**src/rtl/lii_stream_packer.sv**
```systemverilog
// lii_stream_packer: round-robin merge of NIN kernel streams onto one LII phy output via a 2-entry FIFO.
// Optional macro LII_PACK_LAST_EN adds tlast ports and packet-locked arbitration.
module lii_stream_packer #(
  parameter int               NIN     = 2,
  parameter int               DW      = 32,
  parameter int               PW      = 64,
  parameter logic [7:0]       SRC_ID  = 8'h00,
  parameter logic [8*NIN-1:0] DST_IDS = 16'h0100
) (
  input  logic              aclk,
  input  logic              arst,
  input  logic [NIN*DW-1:0] s_tdata,
  input  logic [NIN-1:0]    s_tvalid,
`ifdef LII_PACK_LAST_EN
  input  logic [NIN-1:0]    s_tlast,
`endif
  output logic [NIN-1:0]    s_tready,
  output logic [PW-1:0]     lii_out_p0_tdata,
  output logic              lii_out_p0_tvalid,
  input  logic              lii_out_p0_tready,
`ifdef LII_PACK_LAST_EN
  output logic              lii_out_p0_tlast,
`endif
  output logic [7:0]        lii_out_p0_src,
  output logic [7:0]        lii_out_p0_dst
);

  localparam int IW = (NIN > 1) ? $clog2(NIN) : 1;

  if (DW > PW) begin : g_width_check
    $error("lii_stream_packer: DW (%0d) must not exceed PW (%0d)", DW, PW);
  end

  logic [IW-1:0] r_rr;
  logic [1:0]    r_count;
  logic          r_wptr;
  logic          r_rptr;
  logic [7:0]    r_src;
  logic [DW-1:0] r_fifo_data [2];
  logic [7:0]    r_fifo_dst  [2];
`ifdef LII_PACK_LAST_EN
  logic          r_fifo_last [2];
  logic          r_lock;
  logic [IW-1:0] r_lock_sel;
`endif

  logic [IW-1:0] w_scan_gnt;
  logic [IW-1:0] w_gnt;
  logic [IW-1:0] w_gnt_inc;
  logic          w_ready;
  logic          w_accept;
  logic          w_pop;
  logic [DW-1:0] w_in_data;
  logic [7:0]    w_in_dst;

  // Rotating priority scan: first valid stream at or after the rr pointer, mod NIN.
  always_comb begin : arb_scan
    logic [IW:0]   w_sum;
    logic [IW-1:0] w_idx;
    logic          w_found;
    w_scan_gnt = r_rr;
    w_found    = 1'b0;
    w_sum      = '0;
    w_idx      = '0;
    for (int k = 0; k < NIN; k++) begin
      w_sum      = {1'b0, r_rr} + (IW+1)'(k);
      w_idx      = (w_sum >= (IW+1)'(NIN)) ? IW'(w_sum - (IW+1)'(NIN)) : IW'(w_sum);
      w_scan_gnt = (!w_found && s_tvalid[w_idx]) ? w_idx : w_scan_gnt;
      w_found    = w_found | s_tvalid[w_idx];
    end
  end

`ifdef LII_PACK_LAST_EN
  assign w_gnt = r_lock ? r_lock_sel : w_scan_gnt;
`else
  assign w_gnt = w_scan_gnt;
`endif

  // Ready depends only on registered state and kernel valids, never on phy ready.
  assign w_ready   = !arst && (|s_tvalid) && (r_count < 2'd2);
  assign s_tready  = w_ready ? ({{(NIN-1){1'b0}}, 1'b1} << w_gnt) : {NIN{1'b0}};
  assign w_accept  = w_ready && s_tvalid[w_gnt];
  assign w_pop     = (r_count != 2'd0) && lii_out_p0_tready;
  assign w_gnt_inc = (w_gnt == IW'(NIN-1)) ? {IW{1'b0}} : (w_gnt + {{(IW-1){1'b0}}, 1'b1});
  assign w_in_data = s_tdata[DW*w_gnt +: DW];
  assign w_in_dst  = DST_IDS[8*w_gnt +: 8];

  // FIFO storage, occupancy, pointers and arbitration state.
  always_ff @(posedge aclk or posedge arst) begin
    if (arst) begin
      r_rr           <= {IW{1'b0}};
      r_count        <= 2'd0;
      r_wptr         <= 1'b0;
      r_rptr         <= 1'b0;
      r_src          <= 8'h00;
      r_fifo_data[0] <= {DW{1'b0}};
      r_fifo_data[1] <= {DW{1'b0}};
      r_fifo_dst[0]  <= 8'h00;
      r_fifo_dst[1]  <= 8'h00;
`ifdef LII_PACK_LAST_EN
      r_fifo_last[0] <= 1'b0;
      r_fifo_last[1] <= 1'b0;
      r_lock         <= 1'b0;
      r_lock_sel     <= {IW{1'b0}};
`endif
    end else begin
      r_src <= SRC_ID;
      if (w_accept) begin
        r_fifo_data[r_wptr] <= w_in_data;
        r_fifo_dst[r_wptr]  <= w_in_dst;
`ifdef LII_PACK_LAST_EN
        r_fifo_last[r_wptr] <= s_tlast[w_gnt];
`endif
        r_wptr <= ~r_wptr;
      end else begin
        r_wptr <= r_wptr;
      end
      if (w_pop) begin
        r_rptr <= ~r_rptr;
      end else begin
        r_rptr <= r_rptr;
      end
      case ({w_accept, w_pop})
        2'b10:   r_count <= r_count + 2'd1;
        2'b01:   r_count <= r_count - 2'd1;
        default: r_count <= r_count;
      endcase
`ifdef LII_PACK_LAST_EN
      // A packet holds the grant until its tlast beat; only then does rr advance.
      if (w_accept && s_tlast[w_gnt]) begin
        r_lock <= 1'b0;
        r_rr   <= w_gnt_inc;
      end else if (w_accept) begin
        r_lock     <= 1'b1;
        r_lock_sel <= w_gnt;
      end else begin
        r_lock <= r_lock;
      end
`else
      if (w_accept) begin
        r_rr <= w_gnt_inc;
      end else begin
        r_rr <= r_rr;
      end
`endif
    end
  end

  assign lii_out_p0_tvalid = (r_count != 2'd0);
  assign lii_out_p0_tdata  = PW'(r_fifo_data[r_rptr]);
  assign lii_out_p0_dst    = r_fifo_dst[r_rptr];
  assign lii_out_p0_src    = r_src;
`ifdef LII_PACK_LAST_EN
  assign lii_out_p0_tlast  = r_fifo_last[r_rptr];
`endif

endmodule

```
**config.mk**
```make
export PLATFORM = sky130hd
export DESIGN_NAME = lii_stream_packer
export DESIGN_NICKNAME = d
export VERILOG_FILES = /design/src/rtl/lii_stream_packer.sv
export SDC_FILE = /design/constraint.sdc
export NUM_CORES = 1
export LEC_CHECK = 0
export ABC_CLOCK_PERIOD_IN_PS = 2500
export BUFFER_PORTS_ARGS = -buffer_cell sky130_fd_sc_hd__buf_2
export CORE_ASPECT_RATIO = 1.2
export CORE_MARGIN = 3
export CORE_UTILIZATION = 52
export DETAILED_ROUTE_END_ITERATION = 7
export MAX_ROUTING_LAYER = met4
export PLACE_DENSITY = 0.82
export SKIP_CTS_REPAIR_TIMING = 1
export SYNTH_ARGS = -nofsm -noshare
export SYNTH_HDL_FRONTEND = slang
export SYNTH_SLANG_ARGS = --single-unit
```
**constraint.sdc**
```tcl
create_clock -name aclk -period 2.5 [get_ports aclk]
set_input_delay 0.125 -clock aclk [delete_from_list [all_inputs] [get_ports aclk]]
set_output_delay 0.125 -clock aclk [all_outputs]
set_load 0.01 [all_outputs]
```
**Yosys cells after proc, flatten, opt, wreduce, memory -nomap -nowiden**

Cells that the tools add are included.

- Output and inout port bits: 83
- Bits in registers: 85
- Input bits: 69

- Bitwise gates (word level): 4
- Add/sub/neg operators: 6
- Equality and inequality tests: 2
- Mux-type cells: 25
- $lt $le $gt $ge: 9
- Shift-type cells: 3
- Reductions and logical operators: 11

Operators with widths:

| cell | count |
|---|---|
| $mux W32 | 4 |
| $bwmux W64 | 1 |
| $shiftx A64 B7 Y32 | 1 |
| $demux W32 S1 | 1 |
| $mux W8 | 4 |
| $bwmux W16 | 1 |
| $shiftx A16 B5 Y8 const A | 1 |
| $mux W1 | 11 |
| $demux W8 S1 | 1 |
| $ge A2 B2 Y1 const B | 3 |
| $logic_and A1 B1 Y1 | 6 |
| $lt A1 B2 Y1 const B | 3 |
| $not A1 Y2 | 2 |
| $pmux W2 S2 | 1 |
| $reduce_bool A2 Y1 | 2 |
| $add A1 B1 Y2 const B | 1 |
| $add A2 B1 Y2 const B | 1 |
| $eq A2 B1 Y1 const B | 1 |
| $eq A2 B2 Y1 const B | 1 |
| $ge A1 B2 Y1 const B | 1 |
| $logic_not A1 Y1 | 2 |
| $lt A2 B1 Y1 const B | 1 |
| $lt A2 B2 Y1 const B | 1 |
| $mux W2 | 1 |
| 6 further kinds | 8 |

**Logic depth before layout (Yosys ltp)**

- Word-level depth: 12
- Depth in mapped cells: 8
- Mapped depth without buffers: 6

**Worst setup path after synthesis**

No wires, ideal clock.

- Path kind: flip-flop to flip-flop
- Start point: register r_count[0]
- End point: register r_count[1]
- Setup time: 79 ps
- Cell stages (with the launch flop): 6
- Setup slack: 961 ps
- Arrival time: 1459 ps
- Path through: dfrtp_1 -> or2_2 -> and2_1 -> ha_1 -> nor2_1 -> xor2_1

- Elaborated cells between the ends (all ways): 11
- Those cells by class: add/sub: 2; order compare: 1; eq/ne: 2; mux: 1; reduce/logical: 5

RTL lines:

| what | RTL line | text |
|---|---|---|
| start: declaration | 35 | `logic [1:0] r_count;` |
| start signal: assignment | 124 | `2'b10: r_count <= r_count + 2'd1;` |
| start signal: assignment | 125 | `2'b01: r_count <= r_count - 2'd1;` |
| start signal: assignment | 126 | `default: r_count <= r_count;` |
| $reduce_bool A2 Y1 * | - |  |
| named net lii_out_p0_tvalid | 19 | `output logic lii_out_p0_tvalid,` |
| $logic_and A1 B1 Y1 * | 83 | `assign w_pop = (r_count != 2'd0) && lii_out_p0_tready;` |
| named net w_pop | 52 | `logic w_pop;` |
| $eq A2 B1 Y1 / $eq A2 B2 Y1 (equally long branches) | 123 | `case ({w_accept, w_pop})` |
| $pmux W2 S2 / $reduce_bool A2 Y1 (equally long branches) | - |  |

The timed path passes the listed nets; every way through them passes the cells marked *.
A chain may end at the register's enable or synchronous reset.

**Final worst setup path**

- Start point: register r_rr
- End point: output s_tready[1]

- Longest elaborated chain between the ends: 9
- Elaborated cells between the ends (all ways): 17
- Those cells by class: add/sub: 3; order compare: 2; shift: 1; mux: 9; reduce/logical: 2

Ends and longest elaborated chain:

| what | RTL line | text |
|---|---|---|
| start: declaration | 34 | `logic [IW-1:0] r_rr;` |
| start signal: assignment | 91 | `r_rr <= {IW{1'b0}};` |
| start signal: assignment | 141 | `r_rr <= w_gnt_inc;` |
| start signal: assignment | 143 | `r_rr <= r_rr;` |
| $add A1 B1 Y2, or another cell as far along | 66 | `w_sum = {1'b0, r_rr} + (IW+1)'(k);` |
| $ge A2 B2 Y1, or another cell as far along | 67 | `w_idx = (w_sum >= (IW+1)'(NIN)) ? IW'(w_sum - (IW+1)'(NIN)) : IW'(w_sum);` |
| $mux W1, on equally long branches | 67, 68, 69 |  |
| $mux W1, on equally long branches | - |  |
| $mux W1 / $logic_not A1 Y1 (equally long branches) | - |  |
| $logic_and A1 B1 Y1 | 68 | `w_scan_gnt = (!w_found && s_tvalid[w_idx]) ? w_idx : w_scan_gnt;` |
| $mux W1 * | 68 |  |
| $shl A1 B1 Y2 * | 81 | `assign s_tready = w_ready ? ({{(NIN-1){1'b0}}, 1'b1} << w_gnt) : {NIN{1'b0}};` |
| $mux W2 * | 81 |  |
| end: declaration | 17 | `output logic [NIN-1:0] s_tready,` |

Mark *: on every way between the ends. The rest lies on a longest branch, timed or not. The select of a mux whose other input is x is not followed.

==> qor.txt <==
status = completed
clock root cell = clkbuf_8
Power per Cell Area = 1250 nW/um2
unrepaired setup endpoints after global routing = no
total iterations of the first detailed-routing run = 5
Hold Crit Class = in -> reg
Post-Synthesis Cell Area = 4640 um2
reg-to-reg slack, setup = 540 ps
GRT Residual Overflow = 0
Final Cycle Share = 86.4%
Hold Crit Endpoint = r_fifo_data[25]$_DFFE_PP0P_
layout cell share with drive strength beyond 1 = 34.9%
routability congestion estimate = 0.833
CP endpoint kind = primary output
hold slack final = 43.4 ps
vias per cell = 6.38
fin crit period = 2160 ps
dpl ws = 627 ps
first-pass GRT wire length = 20800 um
Startpoint Class = register
WHS Path Cells = 3
CTS max path bufs = 2
total number of vias = 4238
PortBufs = 104
cts bufs inserted = 9
Synth Flop Type = dfrtp_1
Area growth syn-to-layout = 11.9%
sequential share of the synthesized area = 38.3%
TritonCTS clock tree = done
Async SR Flop Fraction = 100%
Crit path largest cell delay = 660 ps
CP Cell Sequence = nand2b_1, a21boi_1, nor2_1, buf_2
syn avg cell area = 9.98 um2
vias in the first global route = 4203
Hold Crit Start = s_tdata[25]
Nets = 612
skew final = 10.3 ps
Worst VDD drop = 0.487 mV
Ports = 152
Ys Warns = 0
Crit path required time = 2380 ps
worst-path fanout max = 23
WS Path Type = reg -> out
r2r startpoint = r_rr$_DFFE_PP0P_
most frequent cells in the layout = a31oi_1, buf_2, dfrtp_1, conb_1
critical path's slowest cell = dfrtp_1
Final setup viols = 0
final std cells w/o fill = 664
EDFF count, synth = 0
antenna cells = 0
Arr. time, crit path = 2030 ps
largest net degree at the start of global routing = 44
most common cell after layout, fill and taps aside = a31oi_1
distinct cell type count after synthesis = 29
GRT Overall Usage = 27.0%
post-synthesis register bit count = 71
ANT nets after route = 0
final setup TNS = 0 ps
CTS sink count = 71
antenna violations before repair = 0
Die Area = 10100 um2
post-placement cell count = 647
DR WL/cell = 19.9 um
worst-case reg-to-reg path depth = 4
post-detail-place hpwl = 8400 um
row count = 37
max-slew violations = 0
R2R Path End = r_fifo_data[48]$_DFFE_PP0P_
clock slew at reported path FFs = 80 ps
Vert. Die Dim = 109 um
1st-iter DRT viols = 521
max_cap viols = 0
worst rel slew slack = 39.2%
Die X = 92.2 um
Clock Latency Late Sink = 360 ps
P_leak = 2.29 nW
drt total wl = 13200 um
Core ar. = 8660 um2
cells after synthesis = 465
Setup WS post-layout = 340 ps
fmax = 463 MHz
DRC violations left = 0
Worst Tran Pin Value = 912 ps
endpoints failing hold = 0
H-tree depth = 3
starting density of the core = 53.6%
flip-flops by register name, indices dropped and copies added, names as in the netlist:
| register | cells |
|---|---|
| r_rr | 1 |
| r_count | 2 |
| r_wptr | 1 |
| r_rptr | 1 |
| r_fifo_data | 64 |
| r_fifo_dst | 2 |
worst max path at each step:
stage	from	endpoint	depth (start not counted)
finish	r_rr$_DFFE_PP0P_	s_tready[1]	4
floorplan	arst	r_count[0]$_DFFE_PP0P_	1
CTS	r_rr$_DFFE_PP0P_	s_tready[1]	4
detailed placement	s_tvalid[0]	r_count[1]$_DFFE_PP0P_	7
global placement	s_tvalid[1]	r_count[1]$_DFFE_PP0P_	6
global route	r_rr$_DFFE_PP0P_	s_tready[1]	4
stage by stage:
step	area, um2	power (mW)	util (%)
final	5190	6.47	60.0
after global routing	5190	6.87	60.0
after CTS	5180	6.44	59.9
after detailed placement	4940	5.30	57.1
after global placement	4940	5.18	57.1
after floorplan	4810	4.40	-
per-layer routing:
| layer | global-route usage (%) | wire length [um] | vias to the layer above |
|---|---|---|---|
| li1 | - | - | 1871 |
| met1 | 33.8 | 5150 | 2017 |
| met2 | 43.1 | 6370 | 304 |
| met3 | 4.72 | 1270 | 46 |
| met4 | 12.2 | 437 | 0 |
| met5 | - | 0 | - |
cells by family after synthesis:
kind of cell	Yosys count	synth area share (%)
buffers and inverters	108	15.4
and+or+nand+nor	49	8.49
muxes	33	7.98
adders and majority gates	1	0.270
other	1	0.0808
xor gates and xnor gates	5	0.944
DFF	71	38.3
AOI/OAI and AO/OA	197	28.5
cell usage after synthesis, drive strengths merged, types with 2 or more instances:
master	count	area, um2
xnor2	3	26.3
nand2	3	11.3
nor3	2	32.5
a31oi	161	1010
clkbuf	20	75.1
xor2	2	17.5
mux2	32	360
buf	84	627
inv	4	15.0
dfrtp	71	1780
and3b	32	280
or2	3	23.8
nand2b	2	12.5
nor2	4	15.0
o211ai	32	290
where the power goes:
group,internal [mW],switching [mW],total [mW]
registers,1.73,0.466,2.20
logic,1.39,1.75,3.14
clock network,0.664,0.474,1.14
total,3.79,2.69,6.47
worst max-delay path: cells and delay by family (launching register included):
kind	cells	cell delay, ps
AND/OR/NAND/NOR	2	510
flip-flops	1	660
buffers and inverters	1	150
AO/OA/AOI/OAI	1	360
cell type report:
type | instances | area, um2
Clock inverter | 7 | 121
Fill cell | 777 | 3460
Timing Repair Buffer | 124 | 673
Clock buffer | 9 | 124
Multi-Input combinational cell | 332 | 2340
Sequential cell | 71 | 1780
Inverter | 4 | 15.0
Tap cell | 117 | 146
No activity file was read; power rests on OpenSTA's default activity.
